File: src/rtl/rv32_pkg.sv
// Shared helpers for the rv32 pipeline: width calculations used by the elastic
// inter-stage buffers and by anything that needs to size their occupancy.
package rv32_pkg;

  localparam int PIPE_DEFAULT_DEPTH = 2;

  // Occupancy must represent 0..depth inclusive.
  function automatic int pipe_cnt_w(input int depth);
    return $clog2(depth + 1);
  endfunction

  function automatic int pipe_ptr_w(input int depth);
    return (depth > 1) ? $clog2(depth) : 1;
  endfunction

endpackage

File: src/rtl/pipe_elastic_ptr.sv
// Modulo-DEPTH pointer for the elastic buffer; DEPTH need not be a power of two.
module pipe_elastic_ptr
  import rv32_pkg::*;
#(
  parameter int DEPTH = 2,
  localparam int PTR_W = pipe_ptr_w(DEPTH)
) (
  input  logic             clk,
  input  logic             reset,
  input  logic             clr,
  input  logic             inc,
  output logic [PTR_W-1:0] ptr
);

  logic [PTR_W-1:0] ptr_reg;

  always_ff @(posedge clk) begin
    if (reset || clr) begin
      ptr_reg <= '0;
    end else if (inc) begin
      ptr_reg <= (ptr_reg == PTR_W'(DEPTH - 1)) ? '0 : ptr_reg + PTR_W'(1);
    end
  end

  assign ptr = ptr_reg;

endmodule

File: src/rtl/pipe_elastic.sv
// Elastic, flushable valid/ready buffer between pipeline stages (circular, DEPTH entries).
// Optional PIPE_ELASTIC_PERF_EN adds the saturating backpressure_cycles counter port.
module pipe_elastic
  import rv32_pkg::*;
#(
  parameter type PTYPE = logic [31:0],
  parameter int  DEPTH = PIPE_DEFAULT_DEPTH,
  localparam int CNT_W = pipe_cnt_w(DEPTH),
  localparam int PTR_W = pipe_ptr_w(DEPTH)
) (
  input  logic             clk,
  input  logic             reset,
  input  logic             flush,
  input  logic             in_valid,
  output logic             in_ready,
  input  PTYPE             in_packet,
  output logic             out_valid,
  input  logic             out_ready,
  output PTYPE             out_packet,
  output logic [CNT_W-1:0] occupancy
`ifdef PIPE_ELASTIC_PERF_EN
  ,
  output logic [31:0]      backpressure_cycles
`endif
);

  PTYPE             mem [DEPTH];
  logic [CNT_W-1:0] count_reg;
  logic [CNT_W-1:0] count_next;
  logic [PTR_W-1:0] rd_ptr;
  logic [PTR_W-1:0] wr_ptr;
  logic             push;
  logic             pop;

  // Both handshake outputs come from count_reg only, so stalls never chain combinationally.
  assign in_ready   = (count_reg < CNT_W'(DEPTH));
  assign out_valid  = (count_reg != '0);
  assign out_packet = out_valid ? mem[rd_ptr] : '0;
  assign occupancy  = count_reg;

  assign push = in_valid & in_ready & ~flush;
  assign pop  = out_valid & out_ready;

  always_comb begin
    count_next = count_reg;
    if (push && !pop) begin
      count_next = count_reg + CNT_W'(1);
    end else if (pop && !push) begin
      count_next = count_reg - CNT_W'(1);
    end
  end

  always_ff @(posedge clk) begin
    if (reset || flush) begin
      count_reg <= '0;
    end else begin
      count_reg <= count_next;
    end
  end

  // Storage is deliberately not reset; stale entries are hidden by count_reg.
  always_ff @(posedge clk) begin
    if (push) begin
      mem[wr_ptr] <= in_packet;
    end
  end

  pipe_elastic_ptr #(.DEPTH(DEPTH)) u_rd_ptr (
    .clk  (clk),
    .reset(reset),
    .clr  (flush),
    .inc  (pop),
    .ptr  (rd_ptr)
  );

  pipe_elastic_ptr #(.DEPTH(DEPTH)) u_wr_ptr (
    .clk  (clk),
    .reset(reset),
    .clr  (flush),
    .inc  (push),
    .ptr  (wr_ptr)
  );

`ifdef PIPE_ELASTIC_PERF_EN
  logic [31:0] bp_reg;

  always_ff @(posedge clk) begin
    if (reset) begin
      bp_reg <= '0;
    end else if (in_valid && !in_ready && !flush && (bp_reg != 32'hFFFF_FFFF)) begin
      bp_reg <= bp_reg + 32'd1;
    end
  end

  assign backpressure_cycles = bp_reg;
`endif

endmodule

File: config.mk
export PLATFORM = sky130hd
export DESIGN_NAME = pipe_elastic
export DESIGN_NICKNAME = d
export VERILOG_FILES = /design/src/rtl/rv32_pkg.sv /design/src/rtl/pipe_elastic_ptr.sv /design/src/rtl/pipe_elastic.sv
export SDC_FILE = /design/constraint.sdc
export NUM_CORES = 1
export LEC_CHECK = 0
export BUFFER_PORTS_ARGS = -buffer_cell sky130_fd_sc_hd__buf_2
export CAP_MARGIN = 20
export CORE_MARGIN = 8
export CORE_UTILIZATION = 40
export CTS_CLUSTER_DIAMETER = 40
export DETAILED_ROUTE_END_ITERATION = 8
export PLACE_DENSITY = 0.68
export SETUP_SLACK_MARGIN = 0.15
export SYNTH_ARGS = -nofsm -noshare
export SYNTH_HDL_FRONTEND = slang
export SYNTH_SLANG_ARGS = --single-unit
File: constraint.sdc
create_clock -name clk -period 4.8 [get_ports clk]
set_clock_uncertainty 0.1 [all_clocks]
set_input_delay 0.24 -clock clk [delete_from_list [all_inputs] [get_ports clk]]
set_output_delay 0.24 -clock clk [all_outputs]
set_load 0.01 [all_outputs]
# Word-level counts from Yosys, hierarchy flattened
# Memory sizes are Yosys's and may differ from the RTL's. A register that Yosys moved wholly into a read port is not among the register bits.
# Cells that the tools add are included.
# op_classes
add_sub_neg,4
magnitude_cmp,1
n_mux,9
bitwise,4
reduce_logical,7
# ops
op,n
2-to-1 mux 32 bit,1
2-to-1 mux 1 bit,6
2-to-1 mux 2 bit,2
nonzero test 2 bit,2
AND 1 bit,3
adder 1 bit (second input constant),2
adder 2 x 1 -> 2 bit (second input constant),1
logical AND 1 bit,2
zero test 1 bit,2
less-than comparator 2 bit (second input constant),1
subtractor 2 x 1 -> 2 bit (second input constant),1
logical OR 1 bit,1
NOT 1 bit,1
# word_totals
reg_bits,4
ram_bits,64
output_inout_bits,36
wordCells,29
mem_count,1
# mem_list
memory,words,width,read_ports,rd_clocked_by_memory_dff,wr,line,text
mem,2,32,1,1,1,pipe_elastic.sv:27,PTYPE mem [DEPTH];

# Logic depth before layout (Yosys ltp)
# Gate-level depths: netlist of run 1.
# logic_depth
word_depth,7
mapped_depth,6
mapped_depth_nobuf,6

# Cells and area by module
# A second synthesis of run 1 with hierarchy kept.
# hier_totals
hier_cells,158
hier_area_um2,2620.0
# modules_own_cells
module,instances,cells_each,area_per_inst_um2,seq_area_each_um2
pipe_elastic,1,152,2542.4,1961.9
pipe_elastic_ptr,2,3,38.8,20.0

# Worst setup path after synthesis of run 1
# No wires, ideal clock.
# synth_timing
path_kind,reg2reg
start,"reg count_reg[1], in the netlist occupancy[1]"
end,mem mem[0][0] (netlist bit) (enable)
setup_time_ns,0.425
arrival_time_ns,2.207
path_slack_ns,2.068
stages_incl_launch_ff,4
n_path_buf,0
period_less_slack_ns,2.732
path_cell_list,dfxtp_1 -> nor2b_1 -> nor2b_1 -> nor2b_1
# synth_between
elab_chain_cells,5
# synth_lines
element,line,text
"start, declared",pipe_elastic.sv:28,logic [CNT_W-1:0] count_reg;
"start signal, assigned",pipe_elastic.sv:57,count_reg <= count_next;
less-than comparator 2 bit,pipe_elastic.sv:36,assign in_ready = (count_reg < CNT_W'(DEPTH));
AND 1 bit (2 in series),pipe_elastic.sv:41,assign push = in_valid & in_ready & ~flush;
via push,pipe_elastic.sv:32,logic push;
2-to-1 mux 1 bit,pipe_elastic.sv:63,if (push) begin
2-to-1 mux 1 bit (not written as such),pipe_elastic.sv:64,mem[wr_ptr] <= in_packet;
"end, declared",pipe_elastic.sv:27,
# The timed path passes the listed nets, and every way through them passes these cells.

==> run_results.csv, run 1 <==
group,metric,value,unit
cts,hold_buffers,20,
worst_setup_path,r2r_end,"mem[0][2]",
cts,htreeDepth,3,
logic_synthesis,syn_area,2638,µm²
logic_synthesis,syn_avg_cell_area,16.48,µm²
worst_setup_path,crit_arrival,1.83,ns
layout,antenna_cells,0,
die,ioPinCount,73,
die,coreArea,6350,µm²
detailed_routing,ant_nets,0,
die,fp.dieH,97.20,µm
layout,area_growth,30.41,%
timing,setup_violations,0,
worst_setup_path,critPathMaxFanout,32,
worst_setup_path,cp_cell_sequence,"mux2i_1 -> nor2_1 -> buf_2",
detailed_routing,vias_per_cell,4.544,
logic_synthesis,yosys.area.top_type,"edfxtp_1",
placement,place_ws,2.652,ns
layout,drive_gt1_frac,0.3346,
worst_setup_path,r2r_slack,2.67,ns
logic_synthesis,postSynthCellCount,160,
placement,placed_area,3072,µm²
logic_synthesis,yosys-top-cells-area,"edfxtp_1 73%, mux2i_1 12%, nor2_1 4.7%",
timing,slew_headroom,0.3274,
worst_setup_path,critPathSlowestCell,"dfxtp_2",
layout,regMostFlops,"mem",
timing,slew_violations,0,
timing,timing.hold.ws,0.01572,ns
detailed_routing,wl,4796,µm
logic_synthesis,synth_nets,198,
worst_setup_path,cpPeakStageDelay,0.98,ns
worst_setup_path,rr_worst_depth,3,
logic_synthesis,synth.top_cell.area_share,0.7287,
timing,min_period,2.168,ns
cts,clk_path_buf_depth,2,
worst_setup_path,path_delay_family,"flip-flops",
worst_setup_path,start_kind,"flop",
die,start_util,0.4154,
layout,design_area,3440,µm²
logic_synthesis,async_reset_ff_frac,0,
logic_synthesis,synth-seq-area-share,0.7666,
die,die_w,97.20,µm
worst_setup_path,crit_buf_inv,1,
timing,setup_ws,2.632,ns
timing,worstMarginPinSlew,1.009,ns
worst_setup_path,endpoint_kind,"output pin",
layout,largest_reg_flops,64,
hold_path,min_from,"in_packet[7]",
layout,most-common-layout-cells,"72 x buf_2, 64 x edfxtp_1, 32 x mux2i_1, 32 x nor2_1, 22 x dlygate4sd3_1",
logic_synthesis,synth_cell_types,16,
detailed_routing,drt-initial-drc-count,47,
grt,track_usage,0.1026,
hold_path,hp-class,"input port to flop",
logic_synthesis,synth-edff-count,64,
timing,tns,0,ns
hold_path,hold_path_end,"mem[1][7]",
cts,ctsResizeCount,0,
logic_synthesis,yosys_most_used_dff,"edfxtp_1",
detailed_routing,wl_per_cell,14.11,µm
detailed_routing,vias,1545,
cts,postCtsSetupRepairBufs,0,
logic_synthesis,ys_seq_elements,69,
cts,clk_pin_slew,0.07,ns
cts,clk_latency,0.31,ns
worst_setup_path,worstPathRequired,4.46,ns
run,drv_cap,0,
power_and_ir_drop,power_per_cell_area,337.3,nW/µm²
cts,cts.sink_count,69,
logic_synthesis,yosys_warnings,0,
power_and_ir_drop,finalPower,0.001160,W
status,outcome,"finished clean",
die,die_area,9448,µm²
hold_path,hold_depth,1,
power_and_ir_drop,power_leakage,1.300,nW
grt,antenna_found_initial,0,
placement,dp_hpwl,3083,µm
cts,cts_tree,"yes",
worst_setup_path,timing.rr.start,"occupancy[1]",
detailed_routing,firstDrtPassIters,4,
cts,root_buffer,"clkbuf_8",
timing,fmax,461.3,MHz
worst_setup_path,crit_type,"flop to output pin",
timing,fin_crit_sh,0.4516,
power_and_ir_drop,ir_drop,0.0001812,V
timing,hold_violations,0,
die,rows,29,
grt,grt.overflow.total,0,
timing,rsz0062_at_grt,"no",
detailed_routing,drc,0,
placement,gp_congestion,0.6260,
placement,io_buffers,72,
layout,fillers,530,
grt,grt_pass1_vias,1713,
grt,grt_max_degree,34,
cts,cts_inserted_buffers,9,
layout,layout.nets,297,
layout,mostFrequentLayoutCell,"buf_2",
grt,grt_first_pass_wirelength,7866,µm
## worst max-delay path by stage
stage	start	end	slack, ns	cells past startpoint
floorplan	occupancy[1]	mem[0][0]	2.07	3
global placement	occupancy[1]	mem[0][27]	2.77	3
detailed placement	occupancy[1]	mem[0][27]	2.65	3
CTS	flop	out_packet[5]	2.57	3
global route	occupancy[1]	mem[0][28]	2.47	3
finish	flop	out_packet[18]	2.63	3
## layout make-up
class | instances | area (µm²) | share of cell area
flip-flops and latches | 69 | 2023 | 0.5882
inverters | 2 | 7.507 | 0.002183
repair buffers | 95 | 588.1 | 0.1710
clock inverters | 4 | 16.27 | 0.004729
well taps | 77 | 96.34 | 0.02801
multi-input cells | 82 | 576.8 | 0.1677
clock buffers | 11 | 131.4 | 0.03820
## stage by stage
stage,std cells,utilization
final,340,0.5417
after global routing,340,0.5417
after CTS,338,0.5385
after detailed placement,303,0.4837
after global placement,303,0.4837
after floorplan,160,-
## Yosys cell counts, types with 2 or more instances
library cell   n
nor3_1         4
xor2_1         3
inv_1          2
nor2_1        33
nor2b_1        3
buf_4          3
dfxtp_1        5
buf_2          4
mux2i_1       32
edfxtp_1      64
o21ai_0        2
## cells by family after synthesis
group	Yosys count	synth area share
fa+ha+maj	1	0.004743
mux	32	0.1214
buf+inv	9	0.01898
flops	69	0.7666
compound gates	3	0.008538
simple gates	42	0.06642
xor+xnor	4	0.01329
## metal layers
layer	part of all wire	track usage	up-vias
li1	-	-	780
met1	0.42	0.1092	712
met2	0.49	0.1698	48
met3	0.075	0.04552	5
met4	0.0098	0.04970	0
met5	0	0	-
## where the power goes
group | internal, W | total (W) | switching (W) | leakage (nW)
clock network | 0.000179 | 0.000362 | 0.000183 | 0.0757
registers | 0.000679 | 0.000689 | 0.00000920 | 0.628
logic | 0.0000525 | 0.000109 | 0.0000567 | 0.596
(Power assumes the default switching activity.)
==> run 2, diff against run 1 <==
==> constraint.sdc (replaced) <==
create_clock -name clk -period 2.2 [get_ports clk]
set_clock_uncertainty 0.1 [all_clocks]
set_input_delay 0.11 -clock clk [delete_from_list [all_inputs] [get_ports clk]]
set_output_delay 0.11 -clock clk [all_outputs]
set_load 0.01 [all_outputs]
==> run 2 against run 1 <==
Critical path depth rose by 1. Critical endpoint is now out_packet[0]. Core utilization grew 3.6 points. Setup slack got worse by 2.3 ns.
==> run_results.csv, run 2 (synthesized netlist as in run 1, its figures left out) <==
group,metric,value,unit
status,outcome,"finished clean",
grt,grt_pass1_vias,1735,
worst_setup_path,cp_cell_sequence,"nor2_2 -> buf_4 -> nor2_1 -> buf_2",
detailed_routing,vias,1658,
die,ioPinCount,73,
timing,fin_crit_sh,0.8312,
die,rows,29,
layout,area_growth,38.99,%
layout,layout.nets,314,
layout,design_area,3666,µm²
die,fp.dieH,97.20,µm
timing,min_period,1.829,ns
detailed_routing,vias_per_cell,4.631,
worst_setup_path,crit_buf_inv,2,
layout,layout.cells.non_filler,358,
timing,slew_violations,0,
worst_setup_path,path_delay_family,"buffers and inverters",
detailed_routing,ant_nets,0,
placement,io_buffers,72,
cts,clk_path_buf_depth,2,
cts,clk_latency,0.33,ns
detailed_routing,firstDrtPassIters,4,
worst_setup_path,worstPathRequired,1.99,ns
hold_path,hp-class,"input port to flop",
run,drv_cap,0,
die,die_w,97.20,µm
cts,cts_inserted_buffers,9,
timing,setup_violations,0,
placement,gp_congestion,0.7217,
cts,cts.sink_count,69,
die,coreArea,6350,µm²
worst_setup_path,crit_arrival,1.62,ns
cts,cts_tree,"yes",
worst_setup_path,critPathMaxFanout,19,
layout,antenna_cells,0,
worst_setup_path,cp_num_cells,4,
timing,rsz0062_at_grt,"no",
layout,most-common-layout-cells,"72 x buf_2, 64 x edfxtp_1, 34 x dlygate4sd3_1, 32 x mux2i_1, 32 x nor2_1",
die,die_area,9448,µm²
timing,worstMarginPinSlew,0.4179,ns
timing,fmax,546.8,MHz
placement,placedCellCount,308,
layout,regMostFlops,"mem",
power_and_ir_drop,ir_drop,0.0004226,V
power_and_ir_drop,power_leakage,1.399,nW
grt,grt.overflow.total,0,
placement,placed_area,3134,µm²
layout,drive_gt1_frac,0.3488,
cts,clk_pin_slew,0.07,ns
worst_setup_path,start_kind,"flop",
grt,grt_first_pass_wirelength,8431,µm
detailed_routing,wl_per_cell,14.66,µm
cts,root_buffer,"clkbuf_8",
timing,slew_headroom,0.7211,
grt,antenna_found_initial,0,
detailed_routing,wl,5250,µm
die,start_util,0.4154,
worst_setup_path,critPathSlowestCell,"nor2_2",
grt,track_usage,0.1165,
hold_path,hold_depth,4,
power_and_ir_drop,power_per_cell_area,749.8,nW/µm²
worst_setup_path,rr_worst_depth,5,
power_and_ir_drop,finalPower,0.002749,W
worst_setup_path,crit_type,"flop to output pin",
timing,tns,0,ns
worst_setup_path,endpoint_kind,"output pin",
layout,largest_reg_flops,64,
layout,mostFrequentLayoutCell,"buf_2",
timing,hold_violations,0,
detailed_routing,drc,0,
grt,grt_max_degree,33,
placement,dp_hpwl,3293,µm
timing,timing.hold.ws,0.1409,ns
worst_setup_path,cpPeakStageDelay,0.37,ns
detailed_routing,drt-initial-drc-count,64,
cts,htreeDepth,3,
[run 2: cell count changes in the layout (fill, tap and decap cells not counted)]
cell,before,now
bufinv_16,0,1
clkinv_1,3,0
clkbuf_1,2,1
clkinv_4,0,1
clkinv_2,1,2
buf_4,1,4
buf_12,0,2
dlygate4sd3_1,22,34
clkinvlp_4,0,2
[run 2: area by class of cell]
cell class | count | area [µm²]
clock buffers | 10 | 127.6
clock inverters | 6 | 63.81
fillers | 491 | 2684
inverters | 2 | 7.507
multi-input cells | 82 | 576.8
flip-flops and latches | 69 | 2023
well taps | 77 | 96.34
repair buffers | 112 | 770.7
[run 2: stage by stage]
stage	setup WS, ns	util
finish	0.3713	0.5773
floorplan	0.1443	-
CTS	0.2998	0.5773
global placement	0.4275	0.4936
detailed placement	0.3639	0.4936
global route	0.2117	0.5773
[run 2: worst register-to-register path: cells and delay by family, from the launching register on]
family | cells | cell delay (ns)
compound gates | 1 | 0.20
fa+ha+maj | 1 | 0.29
flops | 1 | 0.36
simple gates | 3 | 0.79
[run 2: layer usage]
metal  track usage  share of wire
met4       0.06154          0.022
met5             0              0
met2        0.1948           0.52
met1        0.1145           0.38
met3       0.06117          0.082
[run 2: repair_timing]
action | in CTS | in global routing
endpoints found under the hold margin | 69 | 0
hold buffers | 34 | 0
resized for setup | 0 | 0
buffers inserted | 0 | 0
[run 2: worst paths after layout]
path | from | endpoint | slack, ns
setup / recovery | occupancy[1] | out_packet[0] | 0.37
hold / removal | in_valid | u_wr_ptr.ptr | 0.14
setup reg to reg | occupancy[1] | occupancy[1] | 0.38
hold reg to reg | u_rd_ptr.ptr | u_rd_ptr.ptr | 0.46
[run 2: power breakdown]
part	internal (W)	switching, W	total (W)
Clock	0.000521	0.000458	0.000979
Sequential	0.00148	0.0000133	0.00149
Combinational	0.000138	0.000139	0.000276
